## src/rtl/mem_requester.sv

```systemverilog
// rtl/mem_requester.sv - single-outstanding requester for a registered-address 128-bit memory port
//
// Accepts one read/write request at a time, sequences the memory through
// ADDR -> ACCESS -> WAIT, and returns read data or a write acknowledge.
//
// Ports:
//   clk, rst_n                  clock, synchronous active-low reset
//   req_valid/req_ready         request handshake
//   req_wr, req_addr, req_data  request kind, byte address, write data
//   resp_valid/resp_ready       response handshake
//   resp_data, resp_err         read data (0 for writes/errors), range error
//   mem_rd_wr, mem_we           memory direction and write enable
//   mem_addr, mem_data_wr       memory word address (nibble cleared), write data
//   mem_data_rd                 memory read data
module mem_requester #(
  parameter int unsigned DATA_WIDTH  = 128,
  parameter int unsigned ADDR_WIDTH  = 32,
  parameter int unsigned PHYS_WIDTH  = 10,
  parameter int unsigned MEM_LATENCY = 0
) (
  input  logic                  clk,
  input  logic                  rst_n,
  input  logic                  req_valid,
  output logic                  req_ready,
  input  logic                  req_wr,
  input  logic [ADDR_WIDTH-1:0] req_addr,
  input  logic [DATA_WIDTH-1:0] req_data,
  output logic                  resp_valid,
  input  logic                  resp_ready,
  output logic [DATA_WIDTH-1:0] resp_data,
  output logic                  resp_err,
  output logic                  mem_rd_wr,
  output logic                  mem_we,
  output logic [ADDR_WIDTH-1:0] mem_addr,
  output logic [DATA_WIDTH-1:0] mem_data_wr,
  input  logic [DATA_WIDTH-1:0] mem_data_rd
);

  localparam logic [2:0] IDLE   = 3'd0;
  localparam logic [2:0] ADDR   = 3'd1;
  localparam logic [2:0] ACCESS = 3'd2;
  localparam logic [2:0] WAIT   = 3'd3;
  localparam logic [2:0] RESP   = 3'd4;

  localparam logic [3:0]            LAT       = MEM_LATENCY[3:0];
  localparam logic [ADDR_WIDTH-1:0] WORD_MASK = ~{{(ADDR_WIDTH-4){1'b0}}, 4'hF};

  logic [2:0]            state_q, state_d;
  logic                  wr_q, wr_d;
  logic [ADDR_WIDTH-1:0] addr_q, addr_d;
  logic [DATA_WIDTH-1:0] data_q, data_d;
  logic [3:0]            cnt_q, cnt_d;
  logic [DATA_WIDTH-1:0] resp_data_q, resp_data_d;
  logic                  resp_err_q, resp_err_d;
  logic                  addr_oor;

  // Anything above the physical window means the request never touches memory.
  assign addr_oor = |req_addr[ADDR_WIDTH-1:PHYS_WIDTH+4];

  always_comb begin
    state_d     = state_q;
    wr_d        = wr_q;
    addr_d      = addr_q;
    data_d      = data_q;
    cnt_d       = cnt_q;
    resp_data_d = resp_data_q;
    resp_err_d  = resp_err_q;
    case (state_q)
      IDLE: begin
        if (req_valid) begin
          wr_d        = req_wr;
          addr_d      = req_addr;
          data_d      = req_data;
          resp_data_d = '0;
          resp_err_d  = addr_oor;
          state_d     = addr_oor ? RESP : ADDR;
        end
      end
      ADDR:   state_d = ACCESS;
      ACCESS: begin
        state_d = WAIT;
        cnt_d   = LAT;
      end
      WAIT: begin
        if (cnt_q == 4'd0) begin
          state_d     = RESP;
          resp_data_d = wr_q ? '0 : mem_data_rd;
          resp_err_d  = 1'b0;
        end else begin
          cnt_d = cnt_q - 4'd1;
        end
      end
      RESP: begin
        if (resp_ready) state_d = IDLE;
      end
      default: state_d = IDLE;
    endcase
  end

  always_ff @(posedge clk) begin
    if (!rst_n) begin
      state_q     <= IDLE;
      wr_q        <= 1'b0;
      addr_q      <= '0;
      data_q      <= '0;
      cnt_q       <= 4'd0;
      resp_data_q <= '0;
      resp_err_q  <= 1'b0;
    end else begin
      state_q     <= state_d;
      wr_q        <= wr_d;
      addr_q      <= addr_d;
      data_q      <= data_d;
      cnt_q       <= cnt_d;
      resp_data_q <= resp_data_d;
      resp_err_q  <= resp_err_d;
    end
  end

  // Memory port is a pure decode of state; ADDR keeps the enables low so the
  // memory can register the address before any write is allowed to fire.
  always_comb begin
    mem_rd_wr   = 1'b0;
    mem_we      = 1'b0;
    mem_addr    = '0;
    mem_data_wr = '0;
    case (state_q)
      ADDR: mem_addr = addr_q & WORD_MASK;
      ACCESS: begin
        mem_addr    = addr_q & WORD_MASK;
        mem_rd_wr   = wr_q;
        mem_we      = wr_q;
        mem_data_wr = data_q;
      end
      WAIT: begin
        mem_addr  = addr_q & WORD_MASK;
        mem_rd_wr = wr_q;
      end
      default: ;
    endcase
  end

  assign req_ready  = (state_q == IDLE);
  assign resp_valid = (state_q == RESP);
  assign resp_data  = resp_data_q;
  assign resp_err   = resp_err_q;

endmodule

```

## config.mk

```make
export PLATFORM = sky130hd
export DESIGN_NAME = mem_requester
export DESIGN_NICKNAME = d
export VERILOG_FILES = /design/src/rtl/mem_requester.sv
export SDC_FILE = /design/constraint.sdc
export NUM_CORES = 1
export LEC_CHECK = 0
export ABC_AREA = 1
export CORE_AREA = 3 3 227 229
export CTS_BUF_LIST = sky130_fd_sc_hd__clkbuf_8
export CTS_CLUSTER_SIZE = 14
export DETAILED_ROUTE_END_ITERATION = 7
export DIE_AREA = 0 0 230 232
export MAX_ROUTING_LAYER = met4
export PLACE_DENSITY_LB_ADDON = 0.1
export SLEW_MARGIN = 20
export SYNTH_ARGS = -nofsm -noshare
export SYNTH_HDL_FRONTEND = slang
export SYNTH_SLANG_ARGS = --single-unit
```

## constraint.sdc

```tcl
create_clock -name clk -period 2.6 [get_ports clk]
set_clock_uncertainty 0.1 [all_clocks]
set_input_delay 0.52 -clock clk [delete_from_list [all_inputs] [get_ports clk]]
set_output_delay 0.52 -clock clk [all_outputs]
set_load 0.02 [all_outputs]
```

==> key figures, run 1 <==
Outcome
  – Status: complete, but fails checks
  – Failing checks: setup timing

Logic synthesis
  – Count leader, synth: nand2_1
  – Post-synth top area share: 0.482
  – FF+latch count, synth: 293
  – Yosys warns: 0
  – Cell count after synthesis: 1,780
  – Unique masters post-synth: 24
  – Area contributors post-synth: dfxtp_1 (48%), nand2_1 (12%), a21oi_1 (12%)
  – Post-synthesis sequential area ratio: 0.482
  – Async SR Flop Fraction: 0
  – Top cells by count, synth: nand2_1 (400), nor2_1 (300), dfxtp_1 (293)
  – Leading area contributor after synthesis: dfxtp_1
  – Mapped cell area: 12,200 um2
  – Post-synth EDFFs: 0
  – Mean Syn Cell Area: 6.84 um2
  – Synth Flop Type: dfxtp_1

Min path
  – Hold Crit Class: input pin to register
  – Hold Path Depth: 3

Flow run
  – MaxCap Viol Count: 0

Timing
  – WHS: 0.161 ns
  – RSZ-0062 raised after global routing: true
  – Max-slew violation count: 0
  – Max Fclk: 383 MHz
  – Slew Limit Headroom: 0.502
  – Final Setup Violations: 1
  – Final period utilization: 1.00
  – Slew @ Worst Pin: 0.747 ns
  – Crit path time final: 2.61 ns
  – Post-route setup TNS: -0.00931 ns
  – Final worst setup slack: -0.00931 ns
  – Hold Vio Cnt, Final: 0

GRT
  – Initial antenna violation count: 7
  – Vias in the first global route: 12,405
  – First-pass GRT wire length: 72.1 mm
  – Tot GR Track Use: 0.176
  – Pin count of the biggest net entering global routing: 130
  – Grt ovf: 0

Finish
  – # fillers: 5,408
  – Area of the multi-input gates: 5060 um2
  – Final net count: 2,609
  – Util after Layout: 0.391
  – Fin area: 19,500 um2
  – Area delta synth->final: 60.2%
  – Share of layout cells above drive strength 1: 0.119
  – Finished Layout Cells: 3,040
  – Register Area: 5870 um2

CTS
  – Post-CTS Hold Fix Bufs: 0
  – Clk Latency, worst-skew pair: 0.62 ns
  – Clock Pin Slew Worst Setup and Hold Paths: 0.06 ns
  – Clock Root Buffer: clkbuf_8
  – Num CTS Buffers: 56
  – H-Tree Level Count: 2
  – CTS tree: built
  – Clk buf depth: 3
  – # clock sinks: 293

Setup path
  – Reg-to-reg slack, setup: 0.58 ns
  – Startpoint Class: register
  – Capturing point of the worst reg2reg path: resp_data[97]
  – Kind of critical path: register to primary output
  – WP data required: 1.98 ns
  – Critical Path Start: state_q[2]
  – Crit path capture type: primary output
  – CP max FO: 24
  – R2R Path Start: state_q[0]
  – Crit path to: mem_data_wr[88]
  – Reg2Reg Depth: 7
  – CP Data Arrival Time: 1.99 ns

Drt
  – DR WL met2: 24.2 mm
  – Avg WL per Cell: 16.1 um
  – M1 wire length: 19.1 mm
  – DRC Markers: 0
  – Total Routed Length: 49.0 mm
  – Max layer used: met4
  – Via count: 12,976
  – Iteration count of the initial detailed-routing pass: 5
  – Number of routed nets with antenna violations: 0
  – Initial detailed-routing violation count: 536
  – DR vias/cell: 4.27
  – Routed wl met3: 3.99 mm

Floorplanning
  – Core Box Area: 49,900 um2
  – Starting Density: 0.244
  – Die Width: 230 um
  – Die ar.: 53,400 um2
  – Row count: 82
  – Chip height: 232 um
  – Ports: 586

Placement
  – IO Port Bufs: 577
  – Cells after DPL: 2,925
  – Placed Area: 18,700 um2
  – Gpl congestion: 0.815
  – HPWL after detailed placement: 34.0 mm

Power and ir drop
  – VDD IR-drop max: 311 uV
  – PD cells: 556 nW/um2
  – Leakage Power: 0.00788 uW
## area by class of cell
class	instances	area share
sequential	293	0.301
inverter	177	0.0354
clock buffer	71	0.0501
clock inverter	33	0.00853
tap	672	0.0431
antenna	7	0.000898
multi-input combinational	1173	0.259
timing repair buffer	614	0.302
## report_power, final
| group | switching, uW | internal, uW |
|---|---|---|
| combinational | 782 | 674 |
| sequential | 56.2 | 4720 |
| clock | 2060 | 2540 |
| total | 2900 | 7940 |
## metal layers
layer | vias up | GRT usage
met5 | - | -
met4 | 0 | 0.0740
met3 | 97 | 0.0633
met2 | 349 | 0.297
met1 | 5886 | 0.188
li1 | 6644 | -
## stage by stage
step / worst slack [ns] / power, uW
finish: -0.00931 / 10800
global route: -0.107 / 11400
CTS: -0.145 / 11100
detailed placement: 0.267 / 6350
global placement: 0.272 / 6330
floorplan: 0.666 / 5630
## how the worst min path moves through the flow
stage	from	endpoint	slack, ns
2_1_floorplan	addr_q[26]	addr_q[26]	0.33
3_3_place_gp	addr_q[12]	addr_q[12]	0.34
3_5_place_dp	data_q[30]	data_q[30]	0.35
4_1_cts	rst_n	data_q[125]	0.08
5_1_grt	rst_n	addr_q[7]	0.11
6_report	rst_n	data_q[125]	0.16
## timing repair
action / CTS / global route
setup endpoints to repair: 158 / 147
buffers inserted: 0 / 2
gates resized for setup: 261 / 354
gates cloned: 0 / 2
## layout by cell type (no fill, tap or decap), types with 52 or more instances in the layout
cell and instances:
o21ai_0 140, clkbuf_2 54, clkbuf_8 71, dfxtp_1 291
inv_1 192, clkdlybuf4s50_1 417, a21oi_1 292, buf_4 52
nand2_1 400, nor2_1 287
## logic make-up (layout without fill, tap and decap cells)
kind of cell,count (synthesis),in the layout,synth area share
adder cells (fa/ha/maj),1,1,0.00103
AO/OA/AOI/OAI,453,453,0.186
buffers and inverters,317,895,0.107
AND/OR/NAND/NOR,715,715,0.223
flip-flops,293,293,0.482
other,1,11,0.000308
## worst max-delay path, cell delays in order (launching register included)
cell,delay (ns)
dfxtp_2,0.33
inv_2,0.08
nand3b_1,0.12
buf_12,0.19
buf_12,0.17
nor2_1,0.11
dlygate4sd2_1,0.35
## registers in the layout, summed over array words and instances, names as in the netlist
| signal | count |
|---|---|
| resp_err | 1 |
| data_q | 128 |
| resp_data | 128 |
| cnt_q | 4 |
| addr_q | 28 |
| wr_q | 1 |
| state_q | 3 |
Power figures use the tool's default switching activity.
==> inputs of run 2 (changes only) <==
Settings changed: PLACE_DENSITY_LB_ADDON 0.1 to 0.12.
==> key figures, run 2 (synthesized netlist as in run 1, its figures left out) <==
Outcome
  – Status: finished, final reports clean

Setup path
  – Kind of critical path: register to primary output
  – Crit path capture type: primary output
  – Startpoint Class: register
  – R2R Path Start: state_q[1]
  – CP Data Arrival Time: 1.87 ns
  – CP max FO: 28
  – WP data required: 1.98 ns
  – Reg-to-reg slack, setup: 0.71 ns
  – Capturing point of the worst reg2reg path: resp_data[60]
  – Reg2Reg Depth: 7
  – Critical Path Start: state_q[1]

Floorplanning
  – Die Width: 230 um
  – Core Box Area: 49,900 um2
  – Starting Density: 0.244
  – Ports: 586
  – Row count: 82
  – Chip height: 232 um
  – Die ar.: 53,400 um2

Power and ir drop
  – PD cells: 552 nW/um2
  – VDD IR-drop max: 293 uV
  – Leakage Power: 0.00774 uW

Min path
  – Hold Path Depth: 3
  – Hold-critical path endpoint: cnt_q[1]
  – Hold Crit Start: rst_n
  – Hold Crit Class: input pin to register

Placement
  – Cells after DPL: 2,927
  – HPWL after detailed placement: 33.9 mm
  – Dpl ws: 0.258 ns
  – Gpl congestion: 0.836
  – IO Port Bufs: 577
  – Placed Area: 18,600 um2

CTS
  – Num CTS Buffers: 56
  – CTS tree: built
  – Post-CTS Hold Fix Bufs: 0
  – Clock Pin Slew Worst Setup and Hold Paths: 0.06 ns
  – Clock Root Buffer: clkbuf_8
  – H-Tree Level Count: 2
  – # clock sinks: 293
  – Clk Latency, worst-skew pair: 0.60 ns
  – Clk buf depth: 3

Timing
  – Post-route setup TNS: 0 ns
  – Slew Limit Headroom: 0.501
  – Max Fclk: 402 MHz
  – Final worst setup slack: 0.110 ns
  – Final period utilization: 0.958
  – Slew @ Worst Pin: 0.748 ns
  – Hold Vio Cnt, Final: 0
  – Max-slew violation count: 0
  – Crit path time final: 2.49 ns
  – Final Setup Violations: 0
  – RSZ-0062 raised after global routing: true

Drt
  – Avg WL per Cell: 15.9 um
  – Number of routed nets with antenna violations: 0
  – DR vias/cell: 4.28
  – DRC Markers: 0
  – Total Routed Length: 48.1 mm
  – Iteration count of the initial detailed-routing pass: 5
  – Initial detailed-routing violation count: 560
  – Via count: 12,956

GRT
  – First-pass GRT wire length: 72.2 mm
  – Tot GR Track Use: 0.176
  – Initial antenna violation count: 6
  – Vias in the first global route: 12,531
  – Pin count of the biggest net entering global routing: 130
  – Grt ovf: 0

Finish
  – Fin area: 19,200 um2
  – Commonest non-fill, non-tap cell in the layout: clkdlybuf4s50_1
  – Final net count: 2,607
  – Most frequent cells in the layout: clkdlybuf4s50_1 (417), nand2_1 (400), nor2_1 (296), a21oi_1 (292), dfxtp_1 (292)
  – Share of layout cells above drive strength 1: 0.113
  – Finished Layout Cells: 3,030
  – Area delta synth->final: 57.6%

Flow run
  – MaxCap Viol Count: 0
## run 2: per-stage QoR
step | total power [uW] | utilization | hold WS (ns)
after floorplan | 5630 | - | 0.334
after global placement | 6310 | 0.374 | 0.342
after detailed placement | 6330 | 0.374 | 0.345
after CTS | 10800 | 0.388 | 0.258
after global routing | 11200 | 0.385 | 0.301
final | 10600 | 0.385 | 0.313
## run 2: cell type report
| cell class | instances | area [um2] |
|---|---|---|
| repair buffers | 612 | 5660 |
| flip-flops and latches | 293 | 5870 |
| clock inverters | 28 | 140 |
| inverters | 177 | 689 |
| diodes | 8 | 20.0 |
| multi-input cells | 1173 | 5040 |
| fillers | 5438 | 30700 |
| clock buffers | 67 | 922 |
| well taps | 672 | 841 |
## run 2: what timing repair did
action | CTS | global route
endpoints found under the hold margin | 0 | 0
resized for setup | 454 | 153
setup buffers | 0 | 0
endpoints found under the setup margin | 159 | 98
## run 2: power by group
part | total, uW | internal, uW | switching, uW
Combinational | 1430 | 655 | 777
Sequential | 4780 | 4730 | 56.4
Clock | 4380 | 2390 | 1990
## run 2: worst max path at each step
stage                  endpoint  slack (ns)  cells after the start
4_1_cts         mem_data_wr[27]       -0.10                      6
3_5_place_dp    mem_data_wr[27]        0.26                      6
2_1_floorplan  mem_data_wr[100]        0.67                      5
6_report           mem_addr[29]        0.11                      5
5_1_grt         mem_data_wr[18]      -0.009                      6
3_3_place_gp    mem_data_wr[27]        0.22                      6
## run 2: critical path, cell delays in order (launching register included)
cell,delay [ns]
dfxtp_1,0.38
nor2_2,0.07
nor2_1,0.13
bufinv_8,0.26
nor2_1,0.14
clkdlybuf4s15_2,0.28
## run 2: routing by layer
metal	global-route usage	wire length, um
met4	0.0668	1610
met2	0.298	23900
met3	0.0579	3930
met5	-	0
met1	0.192	18700
==> inputs of run 3 (changes only) <==
Settings changed: CTS_BUF_LIST sky130_fd_sc_hd__clkbuf_8 to sky130_fd_sc_hd__clkbuf_4 sky130_fd_sc_hd__clkbuf_8 sky130_fd_sc_hd__clkbuf_16.
==> key figures, run 3 (synthesized netlist as in run 1, its figures left out) <==
Setup path
  – WP data required: 1.98 ns
  – CP Data Arrival Time: 1.93 ns
  – Max incr delay on CP: 0.34 ns
  – Startpoint Class: register
  – Crit path capture type: primary output
  – CP max FO: 19
  – Family with the most delay on the worst path: buffers and inverters
  – Critical path, cell by cell: inv_2 -> nand3b_1 -> buf_12 -> buf_16 -> nor2_1 -> clkdlybuf4s15_1
  – Kind of critical path: register to primary output
  – CP max stage cell: clkdlybuf4s15_1
  – Crit path buffers/inverters: 4

Drt
  – Via count: 12,863
  – Avg WL per Cell: 16.1 um
  – Total Routed Length: 48.4 mm
  – Initial detailed-routing violation count: 627
  – DR vias/cell: 4.28
  – DRC Markers: 0
  – Number of routed nets with antenna violations: 0
  – Iteration count of the initial detailed-routing pass: 5

Power and ir drop
  – Sw power: 2940 uW
  – Pint: 8720 uW
  – Reg power frac: 0.410
  – Sw Ratio: 0.252
  – Leakage Power: 0.00783 uW
  – VDD IR-drop max: 765 uV
  – Comb pwr share: 0.123
  – PD cells: 600 nW/um2
  – Clock power share: 0.467

Floorplanning
  – Die ar.: 53,400 um2
  – Die Width: 230 um
  – Starting Density: 0.244
  – Core Box Area: 49,900 um2
  – Chip height: 232 um
  – Ports: 586
  – Row count: 82

Timing
  – Final period utilization: 0.980
  – Post-route setup TNS: 0 ns
  – Final worst setup slack: 0.0523 ns
  – RSZ-0062 raised after global routing: true
  – Slew @ Worst Pin: 0.671 ns
  – Max Fclk: 393 MHz
  – Hold Vio Cnt, Final: 0
  – Crit path time final: 2.55 ns
  – Max-slew violation count: 0
  – Final Setup Violations: 0
  – Slew Limit Headroom: 0.553

GRT
  – Grt ovf: 0
  – Tot GR Track Use: 0.176
  – Initial antenna violation count: 6
  – Vias in the first global route: 12,328
  – First-pass GRT wire length: 71.9 mm
  – Pin count of the biggest net entering global routing: 130

CTS
  – Post-CTS Hold Fix Bufs: 0
  – Num CTS Buffers: 39
  – Clock Root Buffer: clkbuf_16
  – Clk Latency, worst-skew pair: 0.54 ns
  – Clk buf depth: 3
  – Clock Pin Slew Worst Setup and Hold Paths: 0.06 ns
  – H-Tree Level Count: 2
  – # clock sinks: 293
  – CTS tree: built

Finish
  – Area of the multi-input gates: 5030 um2
  – Final net count: 2,594
  – Commonest non-fill, non-tap cell in the layout: clkdlybuf4s50_1
  – Most frequent cells in the layout: clkdlybuf4s50_1 (418), nand2_1 (400), nor2_1 (299), dfxtp_1 (293), a21oi_1 (292)
  – Register Area: 5870 um2
  – Area delta synth->final: 59.5%
  – Share of layout cells above drive strength 1: 0.106
  – Util after Layout: 0.389
  – # fillers: 5,392

Outcome
  – Status: finished, final reports clean

Placement
  – HPWL after detailed placement: 33.9 mm
  – IO Port Bufs: 577
  – Gpl congestion: 0.836
  – Dpl ws: 0.258 ns

Flow run
  – MaxCap Viol Count: 0

Min path
  – Hold Crit Class: register to register
## run 3: final timing paths
| path | start | cells after the start | endpoint | slack (ns) |
|---|---|---|---|---|
| worst max-delay path | state_q[2] | 6 | mem_data_wr[48] | 0.05 |
| worst min-delay path | data_q[107] | 2 | data_q[107] | 0.35 |
| worst max register to register | state_q[1] | 7 | resp_data[100] | 0.67 |
| worst min register to register | data_q[107] | 2 | data_q[107] | 0.35 |
## run 3: stage by stage
| stage | std cells | instance area, um2 | hold slack [ns] | power [uW] |
|---|---|---|---|---|
| 2_1_floorplan | 1783 | 12200 | 0.334 | 5630 |
| 3_3_place_gp | 2927 | 18600 | 0.342 | 6310 |
| 3_5_place_dp | 2927 | 18600 | 0.345 | 6330 |
| 4_1_cts | 2997 | 19900 | 0.354 | 11900 |
| 5_1_grt | 3007 | 19400 | 0.369 | 12200 |
| 6_report | 3008 | 19400 | 0.353 | 11700 |
## run 3: power by group through the flow
stage	registers (uW)	logic (uW)	clock network [uW]
2_1_floorplan	4860	763	0
3_3_place_gp	4870	1430	0
3_5_place_dp	4880	1450	0
4_1_cts	4780	1460	5630
5_1_grt	4800	1610	5800
6_report	4780	1430	5440
## run 3: layout make-up
| type | instances | area share |
|---|---|---|
| clock inverter | 18 | 0.00934 |
| clock buffer | 52 | 0.0579 |
| inverter | 177 | 0.0349 |
| antenna | 7 | 0.000902 |
| sequential | 293 | 0.302 |
| timing repair buffer | 616 | 0.293 |
| tap | 672 | 0.0433 |
| multi-input combinational | 1173 | 0.259 |
## run 3: what timing repair did
item | 4_1_cts | 5_1_grt
resized for setup | 241 | 209
buffers inserted | 0 | 1
gates cloned | 0 | 3
setup endpoints to repair | 157 | 124
hold endpoints to repair | 0 | 0
pin swaps | 0 | 0
## run 3: layer usage
| layer | vias up | track usage | share of wire |
|---|---|---|---|
| met5 | - | - | 0 |
| met2 | 366 | 0.299 | 0.50 |
| met1 | 5819 | 0.193 | 0.39 |
| met4 | 0 | 0.0625 | 0.027 |
| li1 | 6607 | - | - |
| met3 | 71 | 0.0569 | 0.079 |
## run 3: tightest hold or removal path, delay by kind of cell, from the launching register on
family / cells / cell delay (ns)
buffers and inverters: 1 / 0.06
AOI/OAI and AO/OA: 1 / 0.06
DFF: 1 / 0.30
